$ cat src/rtl/bin_to_bcd_seq_pkg.sv
// Shared definitions for the sequential binary-to-BCD converter:
// state encoding, saturation limit and counter sizing helpers.
package bin_to_bcd_seq_pkg;

   typedef enum logic [1:0] {
      IDLE  = 2'd0,
      SHIFT = 2'd1,
      DONE  = 2'd2
   } state_e;

   // Largest value representable in the given number of decimal digits (10^digits - 1).
   function automatic logic [63:0] max_val_f(input int digits);
      logic [63:0] p;
      p = 64'd1;
      for (int i = 0; i < digits; i++) begin
         p = p * 64'd10;
      end
      return p - 64'd1;
   endfunction

   function automatic int cnt_width_f(input int w);
      return $clog2(w + 1);
   endfunction

endpackage

$ cat src/rtl/bin_to_bcd_seq_add3.sv
// One double-dabble correction cell: a BCD nibble of 5 or more gets +3
// so that the following left shift carries correctly into the next digit.
module bcd_add3_nibble
   import bin_to_bcd_seq_pkg::*;
(
   input  logic [3:0] nib_i,
   output logic [3:0] nib_o
);

   assign nib_o = (nib_i >= 4'd5) ? (nib_i + 4'd3) : nib_i;

endmodule

$ cat src/rtl/bin_to_bcd_seq.sv
// Iterative shift-and-add-3 binary-to-BCD converter, one operand bit per cycle.
// The published result only changes on the DONE edge, so downstream logic never sees partial shifts.
module bin_to_bcd_seq
   import bin_to_bcd_seq_pkg::*;
#(
   parameter int W      = 32,
   parameter int DIGITS = 8
) (
   input  logic                  bB_clk_i,
   input  logic                  bB_rst_i,
   input  logic                  bB_start_i,
   input  logic [W-1:0]          bB_bin_i,
   output logic                  bB_busy_o,
   output logic                  bB_done_o,
   output logic [4*DIGITS-1:0]   bB_bcd_o,
   output logic                  bB_ovf_o,
   output logic                  bB_valid_o
);

   localparam int          CW      = cnt_width_f(W);
   localparam int          BW      = 4 * DIGITS;
   localparam int          XW      = (W > 64) ? W : 64;
   localparam logic [63:0] MAX_VAL = max_val_f(DIGITS);

   state_e          state_q, state_d;
   logic [CW-1:0]   cnt_q, cnt_d;
   logic [BW-1:0]   acc_q, acc_d;
   logic [W-1:0]    opd_q, opd_d;
   logic            sat_q, sat_d;
   logic [BW-1:0]   bcd_q, bcd_d;
   logic            ovf_q, ovf_d;
   logic            valid_q, valid_d;
   logic            done_q, done_d;

   logic [BW-1:0]   acc_adj;
   logic [XW-1:0]   bin_ext;
   logic [XW-1:0]   max_ext;
   logic            sat_in;

   // Comparison is done at a width wide enough for both operands, so narrow W still elaborates.
   assign bin_ext = XW'(bB_bin_i);
   assign max_ext = XW'(MAX_VAL);
   assign sat_in  = (bin_ext > max_ext);

   for (genvar g = 0; g < DIGITS; g++) begin : g_nib
      bcd_add3_nibble u_nib (
         .nib_i (acc_q[4*g +: 4]),
         .nib_o (acc_adj[4*g +: 4])
      );
   end

   always_comb begin
      state_d = state_q;
      cnt_d   = cnt_q;
      acc_d   = acc_q;
      opd_d   = opd_q;
      sat_d   = sat_q;
      bcd_d   = bcd_q;
      ovf_d   = ovf_q;
      valid_d = valid_q;
      done_d  = 1'b0;
      unique case (state_q)
         IDLE: begin
            if (bB_start_i) begin
               opd_d   = sat_in ? max_ext[W-1:0] : bB_bin_i;
               sat_d   = sat_in;
               acc_d   = '0;
               cnt_d   = CW'(W);
               state_d = SHIFT;
            end
         end
         SHIFT: begin
            acc_d = {acc_adj[BW-2:0], opd_q[W-1]};
            opd_d = {opd_q[W-2:0], 1'b0};
            cnt_d = cnt_q - CW'(1);
            if (cnt_q == CW'(1)) begin
               state_d = DONE;
            end
         end
         DONE: begin
            bcd_d   = acc_q;
            ovf_d   = sat_q;
            valid_d = 1'b1;
            done_d  = 1'b1;
            state_d = IDLE;
         end
         default: begin
            state_d = IDLE;
         end
      endcase
   end

   always_ff @(posedge bB_clk_i or posedge bB_rst_i) begin
      if (bB_rst_i) begin
         state_q <= IDLE;
         cnt_q   <= '0;
         acc_q   <= '0;
         opd_q   <= '0;
         sat_q   <= 1'b0;
         bcd_q   <= '0;
         ovf_q   <= 1'b0;
         valid_q <= 1'b0;
         done_q  <= 1'b0;
      end else begin
         state_q <= state_d;
         cnt_q   <= cnt_d;
         acc_q   <= acc_d;
         opd_q   <= opd_d;
         sat_q   <= sat_d;
         bcd_q   <= bcd_d;
         ovf_q   <= ovf_d;
         valid_q <= valid_d;
         done_q  <= done_d;
      end
   end

   assign bB_busy_o  = (state_q != IDLE);
   assign bB_done_o  = done_q;
   assign bB_bcd_o   = bcd_q;
   assign bB_ovf_o   = ovf_q;
   assign bB_valid_o = valid_q;

endmodule

$ cat config.mk
export PLATFORM = sky130hd
export DESIGN_NAME = bin_to_bcd_seq
export DESIGN_NICKNAME = d
export VERILOG_FILES = /design/src/rtl/bin_to_bcd_seq_pkg.sv /design/src/rtl/bin_to_bcd_seq_add3.sv /design/src/rtl/bin_to_bcd_seq.sv
export SDC_FILE = /design/constraint.sdc
export NUM_CORES = 1
export LEC_CHECK = 0
export CAP_MARGIN = 30
export CORE_MARGIN = 4
export CORE_UTILIZATION = 52
export DETAILED_ROUTE_END_ITERATION = 16
export PLACE_DENSITY = 0.82
export SLEW_MARGIN = 20
export SYNTH_ARGS = -nofsm -noshare
export SYNTH_HDL_FRONTEND = slang
export SYNTH_SLANG_ARGS = --single-unit
$ cat constraint.sdc
create_clock -name bB_clk_i -period 4.6 [get_ports bB_clk_i]
set_clock_uncertainty 0.05 [all_clocks]
set_input_delay 0.92 -clock bB_clk_i [delete_from_list [all_inputs] [get_ports bB_clk_i]]
set_output_delay 0.92 -clock bB_clk_i [all_outputs]
set_load 0.005 [all_outputs]
Yosys cells after proc, flatten, opt, wreduce, memory -nomap -nowiden
Index checks and enable logic that the tools add are counted.
Operators by class
  multipliers: 0
  reduce and logical (&&, ||, !) cells: 6
  div/mod/pow operators: 0
  equal/unequal tests: 5
  mux-type cells: 19
  add/sub/neg operators: 9
  magnitude comparators: 9
  shift-type cells: 0
  bitwise logic cells: 0
Operators by type and width (number)
  $pmux W32 S2: 2
  $mux W32: 3
  $ge A4 B3 Y1 const B: 8
  $gt A32 B27 Y1 const B: 1
  $add A4 B2 Y4 const B: 7
  $mux W4: 7
  $pmux W6 S2: 1
  $eq A6 B1 Y1 const B: 1
  $mux W6: 1
  $reduce_and A2 Y1: 3
  $sub A6 B1 Y6 const B: 1
  $mux W2: 2
  $ne A2 B2 Y1 const B: 2
  $pmux W2 S2: 1
  $reduce_bool A2 Y1: 2
  $add A3 B2 Y3 const B: 1
  $mux W3: 1
  $eq A2 B1 Y1 const B: 1
  $eq A2 B2 Y1 const B: 1
  $logic_not A2 Y1: 1
  $mux W1: 1
Word-level totals
  latch bits: 0
  memories kept: 0
  RAM bits: 0
  bits of input ports: 35
  flip-flop bits (word level): 108
  output and inout port bits: 36
  memory bits (read-only): 0
  logic and storage cells: 57

Logic depth before layout (Yosys ltp)
Gate-level depths: netlist of run 1.
  depth in word-level cells: 4
  mapped depth: 6
  mapped depth without buffers: 6

Cells and area by module
From an unflattened synthesis of run 1, not the netlist that was laid out.
Second synthesis, totals
  cell total of the unflattened synthesis: 580
  area total of the unflattened synthesis: 5664.2 um2
By module, submodules not included
  bin_to_bcd_seq: seq. area each 2702.6 um2, cells each 452, times used 1, area an instance 4853.4 um2
  bcd_add3_nibble: seq. area each 0.0 um2, cells each 16, times used 8, area an instance 101.3 um2

Worst setup path after synthesis of run 1
No wires, ideal clock.
  path type: input to register
  start: input port bB_bin_i[31]
  end: register opd_q[13]
  buffers on the path: 1
  data required time: 4.421 ns
  setup time: 0.129 ns
  arrival: 1.848 ns
  stages on the path: 5
  path slack: 2.573 ns
  cell sequence: nor4_2 > nand3_1 > buf_2 > nor3_1 > nor3_1
Between the ends
  word-level cells in the longest chain between the ends: 4
Ends and longest elaborated chain
  start: declaration: RTL line bin_to_bcd_seq.sv:12  | input logic [W-1:0] bB_bin_i,
  $gt A32 B27 Y1: RTL line bin_to_bcd_seq.sv:43  | assign sat_in = (bin_ext > max_ext);
  $mux W32: RTL line bin_to_bcd_seq.sv:65  | opd_d = sat_in ? max_ext[W-1:0] : bB_bin_i;
  $mux W32: RTL line bin_to_bcd_seq.sv:64  | if (bB_start_i) begin
  $pmux W32 S2: RTL line bin_to_bcd_seq.sv:62  | unique case (state_q)
  end signal: assignment: RTL line bin_to_bcd_seq.sv:108  | opd_q <= opd_d;
  end: declaration: RTL line bin_to_bcd_seq.sv:28  | logic [W-1:0] opd_q, opd_d;
No other way between the ends. The select of a mux whose other input is x is not followed.
A chain may end at the register's enable or synchronous reset.

Final worst setup path of run 1
  start: register state_q[0]
  end: output port bB_busy_o
Between the ends
  word-level cells in the longest chain between the ends: 1
Ends and longest elaborated chain
  start: declaration: RTL line bin_to_bcd_seq.sv:25  | state_e state_q, state_d;
  start signal: assignment: RTL line bin_to_bcd_seq.sv:105  | state_q <= state_d;
  $reduce_bool A2 Y1: RTL line bin_to_bcd_seq.sv:117  | assign bB_busy_o = (state_q != IDLE);
  end: declaration: RTL line bin_to_bcd_seq.sv:13  | output logic bB_busy_o,
No other way between the ends.

==> results.md, run 1 <==
- GR Util All Layers: 19.8%
- Antenna violations before repair: 0
- Max cap viols: 0
- DR WL/cell: 16.7 um
- Clk network pwr share: 23.6%
- Routed vias/inst: 6.03
- Area of the core: 9910 um^2
- Crit Path Class: register to output pin
- Starting density of the core: 54.3%
- Synth Flop Type: dfrtp_1
- Crit share post-route: 58.1%
- Row cnt: 36
- Die Width: 110 um
- Worst-path clk slew: 100 ps
- Rel. slew slack: 40.3%
- Yosys warns: 0
- Net Count, Synth: 533
- Async set-or-reset flop fraction in the synthesized netlist: 100%
- DRC: 0
- Max VDD drop: 200 uV
- CTS Hold Buffers Added: 0
- Die area: 12000 um^2
- Worst Tran Pin Value: 893 ps
- Internal: 1.78 mW
- Root buffer cell: clkbuf_8
- First-pass GRT wire length: 18900 um
- Cell Pwr Density: 410 nW/um^2
- Status: finished, final reports clean
- Comb power frac: 29.5%
- Synth top cells by count: dfrtp_1, nor3_1, mux2_2, a21oi_1, inv_1
- #FFs+latches synth: 108
- Critical Path RT: 3630 ps
- Final Critical Period: 2670 ps
- Unrepaired setup endpoints after global routing: false
- Synth Instances: 480
- Post-CTS Setup Repair Bufs: 0
- Mapped Avg Cell Area: 11.2 um^2
- Final WL: 11300 um
- Clock Path Buffers: 2
- CP startpoint kind: register
- Final setup fails: 0
- Tot Pwr: 2.63 mW
- Cell area after synthesis: 5380 um^2
- CTS buffer count: 9
- Fin. Hold Viols: 0
- Fin. max-slew vios: 0
- P_sw: 0.847 mW
- Crit path max fanout: 7
- Layout cells sized above 1: 14.2%
- Post-DP Area: 6110 um^2
- R2R setup slack: 2210 ps
- TritonCTS clock tree: built
- H-tree depth: 3
- CP Capture Type: output pin
- Sink Count: 108
- Largest net degree at the start of global routing: 77
- EDFF count, synth: 0
- Worst-skew pair later-pin latency: 370 ps
- Finished Cell Area: 6410 um^2
- # IOs: 71
- Gpl congestion: 0.835
- Area grow syn2layout: 19.1%
- Vias in the first global route: 4020
- Yosys top cell area share: 50.2%
- Min-delay worst type: register to register
- Yosys cell types: 53
- Port bufs: 70
- Gr ovfl total: 0
- Sequential area share after synthesis: 50.2%
- Switching share of total power: 32.2%
- Violation count after the first detailed-route iteration: 226
- Max Fclk: 374 MHz
- NumNets Final: 590
- Fin Setup TNS: 0 ps
- Cell taking the most area after synthesis: dfrtp_1
- Vias: 4072
- LEAKAGE: 2.80 nW
- Die Span Y: 110 um
- Resized Gates After CTS: 0
- ANT nets after route: 0
- CP arrival: 1700 ps
- Sequential power share: 46.9%
- WHS: 427 ps
- Filler cell count: 765
- Ant. Diodes: 0
- Top post-synthesis cells by area: dfrtp_1, mux2_2, ha_1
- DPL Wire Length: 7560 um
- Router iterations before antenna repair: 4
- Most common cell in the netlist: dfrtp_1
routing by layer:
metal	routed length (um)	up-vias	GRT usage (%)
met5	0	-	0
met3	603	11	3.76
met4	136	0	6.06
met2	5630	115	33.5
li1	-	1904	-
met1	4920	2042	25.9
state kept, by name (all words and copies together), names as in the netlist:
name        count
acc_q          32
bB_done_o       1
bB_ovf_o        1
bB_bcd_o       32
sat_q           1
opd_q          32
bB_valid_o      1
state_q         2
cnt_q           6
worst paths after layout:
check / from / endpoint / cells past startpoint
worst min register to register: bB_valid_o / bB_valid_o / 1
worst max register to register: state_q[0] / opd_q[5] / 5
worst min-delay path: bB_valid_o / bB_valid_o / 1
worst max-delay path: state_q[0] / bB_busy_o / 2
max in group asynchronous: bB_rst_i / state_q[0] / 4
min in group asynchronous: bB_rst_i / bB_bcd_o[8] / 2
layout by cell type, fill, tap and decap left out, types with 6 or more instances in the layout:
master	Yosys	layout
dfrtp_1	108	108
clkdlybuf4s50_1	0	70
nor3_1	37	37
mux2_2	35	35
a21oi_1	26	26
inv_1	23	22
nand2_1	18	18
a221oi_1	18	18
ha_1	18	18
o21ai_0	14	14
nor2_1	13	13
o22ai_1	13	13
a211o_1	12	12
clkbuf_8	0	12
nand3_1	11	11
o31ai_1	11	11
nand2b_1	9	9
xnor2_1	8	8
a32o_1	8	8
a211oi_1	6	6
mux2i_1	6	6
a22o_1	6	6
power groups by stage:
stage          logic (mW)  clock network [mW]  registers (mW)
6_report            0.774               0.619            1.23
5_1_grt             0.875               0.674            1.25
4_1_cts             0.774               0.628            1.23
3_5_place_dp        0.766                   0            1.25
3_3_place_gp        0.707                   0            1.24
2_1_floorplan       0.612                   0            1.20
worst max-delay path: stages, from the launching register on:
cell,delay (ps)
dfrtp_1,540
or2_1,260
clkdlybuf4s50_1,540
stage by stage:
step                std cells  worst slack (ps)  utilization, %
finish                    675              1930            64.7
global route              675              1870            64.7
CTS                       672              1910            63.8
detailed placement        656              1620            61.6
global placement          656              1650            61.6
floorplan                 480               784               -
kinds of logic after synthesis:
| family | count (synthesis) | synth area share (%) |
|---|---|---|
| buffers and inverters | 55 | 5.23 |
| AO/OA/AOI/OAI | 132 | 18.2 |
| flip-flops | 108 | 50.2 |
| adder cells (fa/ha/maj) | 18 | 4.19 |
| AND/OR/NAND/NOR | 115 | 11.9 |
| XOR/XNOR | 11 | 1.79 |
| multiplexers | 41 | 8.44 |
area by class of cell:
class / instances / area [um^2] / share of cell area [%]
tap: 133 / 166 / 2.60
sequential: 108 / 2700 / 42.2
inverter: 23 / 88.8 / 1.39
clock buffer: 12 / 165 / 2.58
timing repair buffer: 78 / 821 / 12.8
multi-input combinational: 317 / 2410 / 37.6
clock inverter: 4 / 55.1 / 0.859
No activity file was read; power rests on OpenSTA's default activity.
==> run 2, diff against run 1 <==
==> constraint.sdc (replaced) <==
create_clock -name bB_clk_i -period 2.6 [get_ports bB_clk_i]
set_clock_uncertainty 0.05 [all_clocks]
set_input_delay 0.52 -clock bB_clk_i [delete_from_list [all_inputs] [get_ports bB_clk_i]]
set_output_delay 0.52 -clock bB_clk_i [all_outputs]
set_load 0.005 [all_outputs]
==> run 2 against run 1 <==
Net effect:
- sequential share of layout area up 0.22 points
- flip-flop and latch count unchanged
- largest power group unchanged
- power up 69%
- first-iteration DRC count up 28%
- sequential power up 77%
- clock power up 47%
- non-clock buffer count up 7
- die area unchanged
- routed wire length down 2.2%
- largest cell class unchanged
- via count up 1.2%
- combinational power up 74%
- critical path depth unchanged
==> results.md, run 2 (synthesis gave the netlist of run 1 again) <==
- Reg-to-Reg End: opd_q[24] (was opd_q[5])
- Comb power frac: 30.4% (was 29.5%)
- Worst-skew pair later-pin latency: 360 ps (was 370 ps)
- Sequential power share: 49.1% (was 46.9%)
- Resized Gates After CTS: 0 (unchanged)
- Crit Path Class: register to output pin (unchanged)
- Violation count after the first detailed-route iteration: 289 (was 226)
- Unrepaired setup endpoints after global routing: false (unchanged)
- Final Critical Period: 2320 ps
- Non-Filler Instances: 682 (was 675)
- Die area: 12000 um^2 (unchanged)
- P_sw: 1.46 mW (was 0.847 mW)
- Antenna violations before repair: 0 (unchanged)
- Clock Path Buffers: 2 (unchanged)
- Routed vias/inst: 6.04 (was 6.03)
- Root buffer cell: clkbuf_8 (unchanged)
- Max Fclk: 432 MHz
- Final WL: 11000 um (was 11300 um)
- Cell Pwr Density: 695 nW/um^2 (was 410 nW/um^2)
- Area grow syn2layout: 18.5% (was 19.1%)
- Fin. max-slew vios: 0 (unchanged)
- GR Util All Layers: 19.1% (was 19.8%)
- DR WL/cell: 16.2 um (was 16.7 um)
- NumNets Final: 597 (was 590)
- CP max stage delay: 580 ps (was 540 ps)
- ANT nets after route: 0 (unchanged)
- WHS: 428 ps (was 427 ps)
- Most frequent cells in the layout: dfrtp_1, clkdlybuf4s50_1, nor3_1 (unchanged)
- Max cap viols: 0 (unchanged)
- Crit share post-route: 89.1%
- Vias in the first global route: 4015 (was 4020)
- Fin Setup TNS: 0 ps (unchanged)
- Gpl congestion: 0.821 (was 0.835)
- Internal: 2.97 mW (was 1.78 mW)
- Ant. Diodes: 0 (unchanged)
- CTS buffer count: 9 (unchanged)
- Area of the core: 9910 um^2 (unchanged)
- Router iterations before antenna repair: 5 (was 4)
- LEAKAGE: 2.79 nW (was 2.80 nW)
- Switching share of total power: 33.0% (was 32.2%)
- Critical Path RT: 2030 ps (was 3630 ps)
- CP startpoint kind: register (unchanged)
- Hold_sp: bB_valid_o (unchanged)
- Layout cells sized above 1: 14.9% (was 14.2%)
- Die Span Y: 110 um (unchanged)
- R2R cell count: 4 (was 5)
- CP arrival: 1750 ps (was 1700 ps)
- Worst Tran Pin Value: 614 ps (was 893 ps)
- FF-to-FF Start: state_q[0] (unchanged)
- Crit path max fanout: 7 (unchanged)
- Min-delay worst type: register to register (unchanged)
- Vias: 4120 (was 4072)
- H-tree depth: 3 (unchanged)
- Row cnt: 36 (unchanged)
- First-pass GRT wire length: 18500 um (was 18900 um)
- Starting density of the core: 54.3% (unchanged)
- Placed cells: 666 (was 656)
- Gr ovfl total: 0 (unchanged)
- CP Capture Type: output pin (unchanged)
- DPL Wire Length: 7710 um (was 7560 um)
- CTS Hold Buffers Added: 0 (unchanged)
- Largest net degree at the start of global routing: 109 (was 77)
- R2R setup slack: 760 ps (was 2210 ps)
- Port bufs: 70 (unchanged)
- TritonCTS clock tree: built (unchanged)
- Final setup fails: 0 (unchanged)
- Clk network pwr share: 20.5% (was 23.6%)
- Tot Pwr: 4.43 mW (was 2.63 mW)
- Status: finished, final reports clean (unchanged)
- Rel. slew slack: 59.0% (was 40.3%)
- Worst-path clk slew: 100 ps (about the same)
- DRC: 0 (unchanged)
- Slowest cell on crit path: dfrtp_1 (unchanged)
- Min-Delay Endpoint: bB_valid_o (unchanged)
- Die Width: 110 um (unchanged)
- Post-CTS Setup Repair Bufs: 0 (unchanged)
- Max VDD drop: 381 uV (was 200 uV)
- Final Core Density: 64.3% (was 64.7%)
- Fin. Hold Viols: 0 (unchanged)
- Commonest non-fill, non-tap cell in the layout: dfrtp_1 (unchanged)
- Worst path cell trace: or2_1, clkdlybuf4s50_1 (unchanged)
- # IOs: 71 (unchanged)
- Hold Path Stages: 1 (unchanged)
- Sink Count: 108 (unchanged)
==> run 2: cell types whose count changed in the layout (fill, tap and decap cells not counted) <==
cell,delta
buf_16,-3
clkbuf_8,-3
buf_12,+2
inv_4,-1
clkinv_2,+1
clkinvlp_4,+2
clkbuf_1,+2
buf_4,+8
bufinv_16,-1
==> run 2: power by group through the flow <==
stage,sequential [mW],clock (mW),combinational [mW]
2_1_floorplan,2.12,0,1.08
3_3_place_gp,2.19,0,1.25
3_5_place_dp,2.21,0,1.35
4_1_cts,2.17,0.930,1.36
5_1_grt,2.21,1.00,1.52
6_report,2.18,0.908,1.35
==> run 2: layout make-up <==
class,instances,area [um^2]
fillers,774,3530
inverters,23,90.1
flip-flops and latches,108,2700
clock buffers,11,131
repair buffers,85,838
clock inverters,5,37.5
well taps,133,166
multi-input cells,317,2410
==> run 2: per-layer routing <==
metal	track usage (%)	part of all wire, %	routed length, um
met1	25.4	43	4740
met2	32.2	50	5550
met3	3.35	5.3	585
met4	5.52	1.6	174
met5	0	0	0
==> run 2: worst max-delay path, delay by kind of cell (launching register included) <==
kind / cells / cell delay (ps)
AND/OR/NAND/NOR: 1 / 270
flip-flops: 1 / 580
buffers and inverters: 1 / 540
==> run 2: worst max-delay path by stage <==
stage / start / to / slack [ps] / cells past startpoint
final: state_q[0] / bB_busy_o / 280 / 2
after global routing: state_q[0] / bB_busy_o / 220 / 2
after CTS: state_q[0] / bB_busy_o / 280 / 2
after detailed placement: bB_start_i / opd_q[21] / 320 / 5
after global placement: bB_start_i / opd_q[17] / 380 / 5
after floorplan: bB_rst_i / acc_q[0] / 730 / 1
==> run 2: per-stage QoR <==
step / cell area, um^2 / setup WS (ps)
after global routing: 6380 / 217
after floorplan: 5380 / 728
after global placement: 6210 / 376
after detailed placement: 6210 / 319
final: 6380 / 285
after CTS: 6380 / 278
==> run 3, diff against run 2 <==
--- a/config.mk
+++ b/config.mk
@@ -9,6 +9,7 @@
 export CORE_MARGIN = 4
 export CORE_UTILIZATION = 52
 export DETAILED_ROUTE_END_ITERATION = 16
+export MAX_ROUTING_LAYER = met4
 export PLACE_DENSITY = 0.82
 export SLEW_MARGIN = 20
 export SYNTH_ARGS = -nofsm -noshare
==> run 3 against run 2 <==
Net effect:
- non-clock buffer count stayed put
- final cell count unchanged
- sequential share of layout area unchanged
- sequential power is essentially flat
- routed wire length up 0.61%
==> results.md, run 3 (synthesis gave the netlist of run 1 again) <==
- Ant. Diodes: 0 (unchanged)
- CP Capture Type: output pin (unchanged)
- Reg-to-Reg End: opd_q[24] (unchanged)
- DR WL/cell: 16.3 um (was 16.2 um)
- Violation count after the first detailed-route iteration: 317 (was 289)
- Fin Setup TNS: 0 ps (unchanged)
- FF-to-FF Start: state_q[0] (unchanged)
- Router iterations before antenna repair: 5 (unchanged)
- Max VDD drop: 379 uV (was 381 uV)
- Switching share of total power: 33.1% (was 33.0%)
- Layout cells sized above 1: 14.9% (unchanged)
- P_sw: 1.47 mW (was 1.46 mW)
- R2R cell count: 4 (unchanged)
- Routed length on met2: 5530 um (was 5550 um)
- H-tree depth: 3 (unchanged)
- CP arrival: 1740 ps (was 1750 ps)
- Met1 Routed Length: 4840 um (was 4740 um)
- R2R setup slack: 770 ps (was 760 ps)
- Unrepaired setup endpoints after global routing: false (unchanged)
- Min-Delay Endpoint: bB_valid_o (unchanged)
- Register area: 2700 um^2 (unchanged)
- Row cnt: 36 (unchanged)
- Final Critical Period: 2310 ps (was 2320 ps)
- Multi-input logic area: 2410 um^2 (unchanged)
- Crit share post-route: 88.9% (was 89.1%)
- Post-DP Area: 6210 um^2 (unchanged)
- Max Fclk: 433 MHz (was 432 MHz)
- Place WS: 319 ps (unchanged)
- Vias: 4141 (was 4120)
- Status: finished, final reports clean (unchanged)
- Vias in the first global route: 4015 (unchanged)
- Final setup fails: 0 (unchanged)
- Crit path max fanout: 7 (unchanged)
- Largest net degree at the start of global routing: 109 (unchanged)
- Min-delay worst type: register to register (unchanged)
- DRC: 0 (unchanged)
- First-pass GRT wire length: 18500 um (about the same)
- Clk network pwr share: 20.5% (about the same)
- Antenna violations before repair: 0 (unchanged)
- Commonest non-fill, non-tap cell in the layout: dfrtp_1 (unchanged)
- Cell Pwr Density: 696 nW/um^2 (was 695 nW/um^2)
- Post-CTS Setup Repair Bufs: 0 (unchanged)
- Starting density of the core: 54.3% (unchanged)
- Gpl congestion: 0.833 (was 0.821)
- GR Util All Layers: 19.6% (was 19.1%)
- Max cap viols: 0 (unchanged)
- Area grow syn2layout: 18.5% (unchanged)
- DPL Wire Length: 7710 um (unchanged)
- Worst-skew pair later-pin latency: 360 ps (about the same)
- # IOs: 71 (unchanged)
- Hold_sp: bB_valid_o (unchanged)
- TritonCTS clock tree: built (unchanged)
- NumNets Final: 597 (unchanged)
- Sink Count: 108 (unchanged)
- Hold Path Stages: 1 (unchanged)
- Worst-path clk slew: 110 ps (was 100 ps)
- Gr ovfl total: 0 (unchanged)
- Top Metal Used: met4 (unchanged)
- Worst Tran Pin Value: 617 ps (was 614 ps)
- Area of the core: 9910 um^2 (unchanged)
- CTS buffer count: 9 (unchanged)
- Die Width: 110 um (unchanged)
- Tot Pwr: 4.44 mW (was 4.43 mW)
- ANT nets after route: 0 (unchanged)
- Internal: 2.97 mW (about the same)
- Routed vias/inst: 6.07 (was 6.04)
- Die Span Y: 110 um (unchanged)
- CP startpoint kind: register (unchanged)
- Fin. Hold Viols: 0 (unchanged)
- Most frequent cells in the layout: dfrtp_1, clkdlybuf4s50_1, nor3_1 (unchanged)
- Critical Path RT: 2030 ps (about the same)
- Die area: 12000 um^2 (unchanged)
- Rel. slew slack: 58.8% (was 59.0%)
- Fin. max-slew vios: 0 (unchanged)
- Sequential power share: 49.1% (about the same)
- Finished Cell Area: 6380 um^2 (unchanged)
- LEAKAGE: 2.79 nW (unchanged)
- Clock Path Buffers: 2 (unchanged)
- Crit Path Class: register to output pin (unchanged)
- Comb power frac: 30.4% (about the same)
- CTS Hold Buffers Added: 0 (unchanged)
- Filler cell count: 774 (unchanged)
- Met3 wire length: 578 um (was 585 um)
- Port bufs: 70 (unchanged)
- Final WL: 11100 um (was 11000 um)
- Root buffer cell: clkbuf_8 (unchanged)
- Resized Gates After CTS: 0 (unchanged)
- Worst Setup Slack, final: 290 ps (was 285 ps)
run 3: cell counts in the layout (fill, tap and decap cells not counted):
No cell type changed its count.
run 3: metrics by stage:
step	hold slack (ps)	instances	utilization, %
global placement	404	666	62.6
CTS	429	682	64.3
global route	444	682	64.3
floorplan	388	480	-
detailed placement	404	666	62.6
finish	429	682	64.3
run 3: final cells by class:
class / count / share of cell area (%)
inverters: 23 / 1.41
multi-input cells: 317 / 37.8
repair buffers: 85 / 13.1
well taps: 133 / 2.61
flip-flops and latches: 108 / 42.4
clock buffers: 11 / 2.06
clock inverters: 5 / 0.589
run 3: critical path: stages, from the launching register on:
cell             delay (ps)
dfrtp_1                 570
or2_1                   270
clkdlybuf4s50_1         540
run 3: power groups by stage:
stage,registers (mW),logic (mW),clock network [mW]
2_1_floorplan,2.12,1.08,0
3_3_place_gp,2.19,1.25,0
3_5_place_dp,2.21,1.35,0
4_1_cts,2.17,1.36,0.930
5_1_grt,2.21,1.52,1.00
6_report,2.18,1.35,0.912
run 3: per-layer routing:
metal | GRT usage [%] | up-vias
li1 | - | 1922
met1 | 25.3 | 2068
met2 | 32.3 | 137
met3 | 3.17 | 14
met4 | 5.52 | 0
met5 | - | -
run 3: worst max path at each step:
stage / startpoint / to / depth (start not counted)
2_1_floorplan: bB_rst_i / acc_q[0] / 1
3_3_place_gp: bB_start_i / opd_q[17] / 5
3_5_place_dp: bB_start_i / opd_q[21] / 5
4_1_cts: state_q[0] / bB_busy_o / 2
5_1_grt: state_q[0] / bB_busy_o / 2
6_report: state_q[0] / bB_busy_o / 2
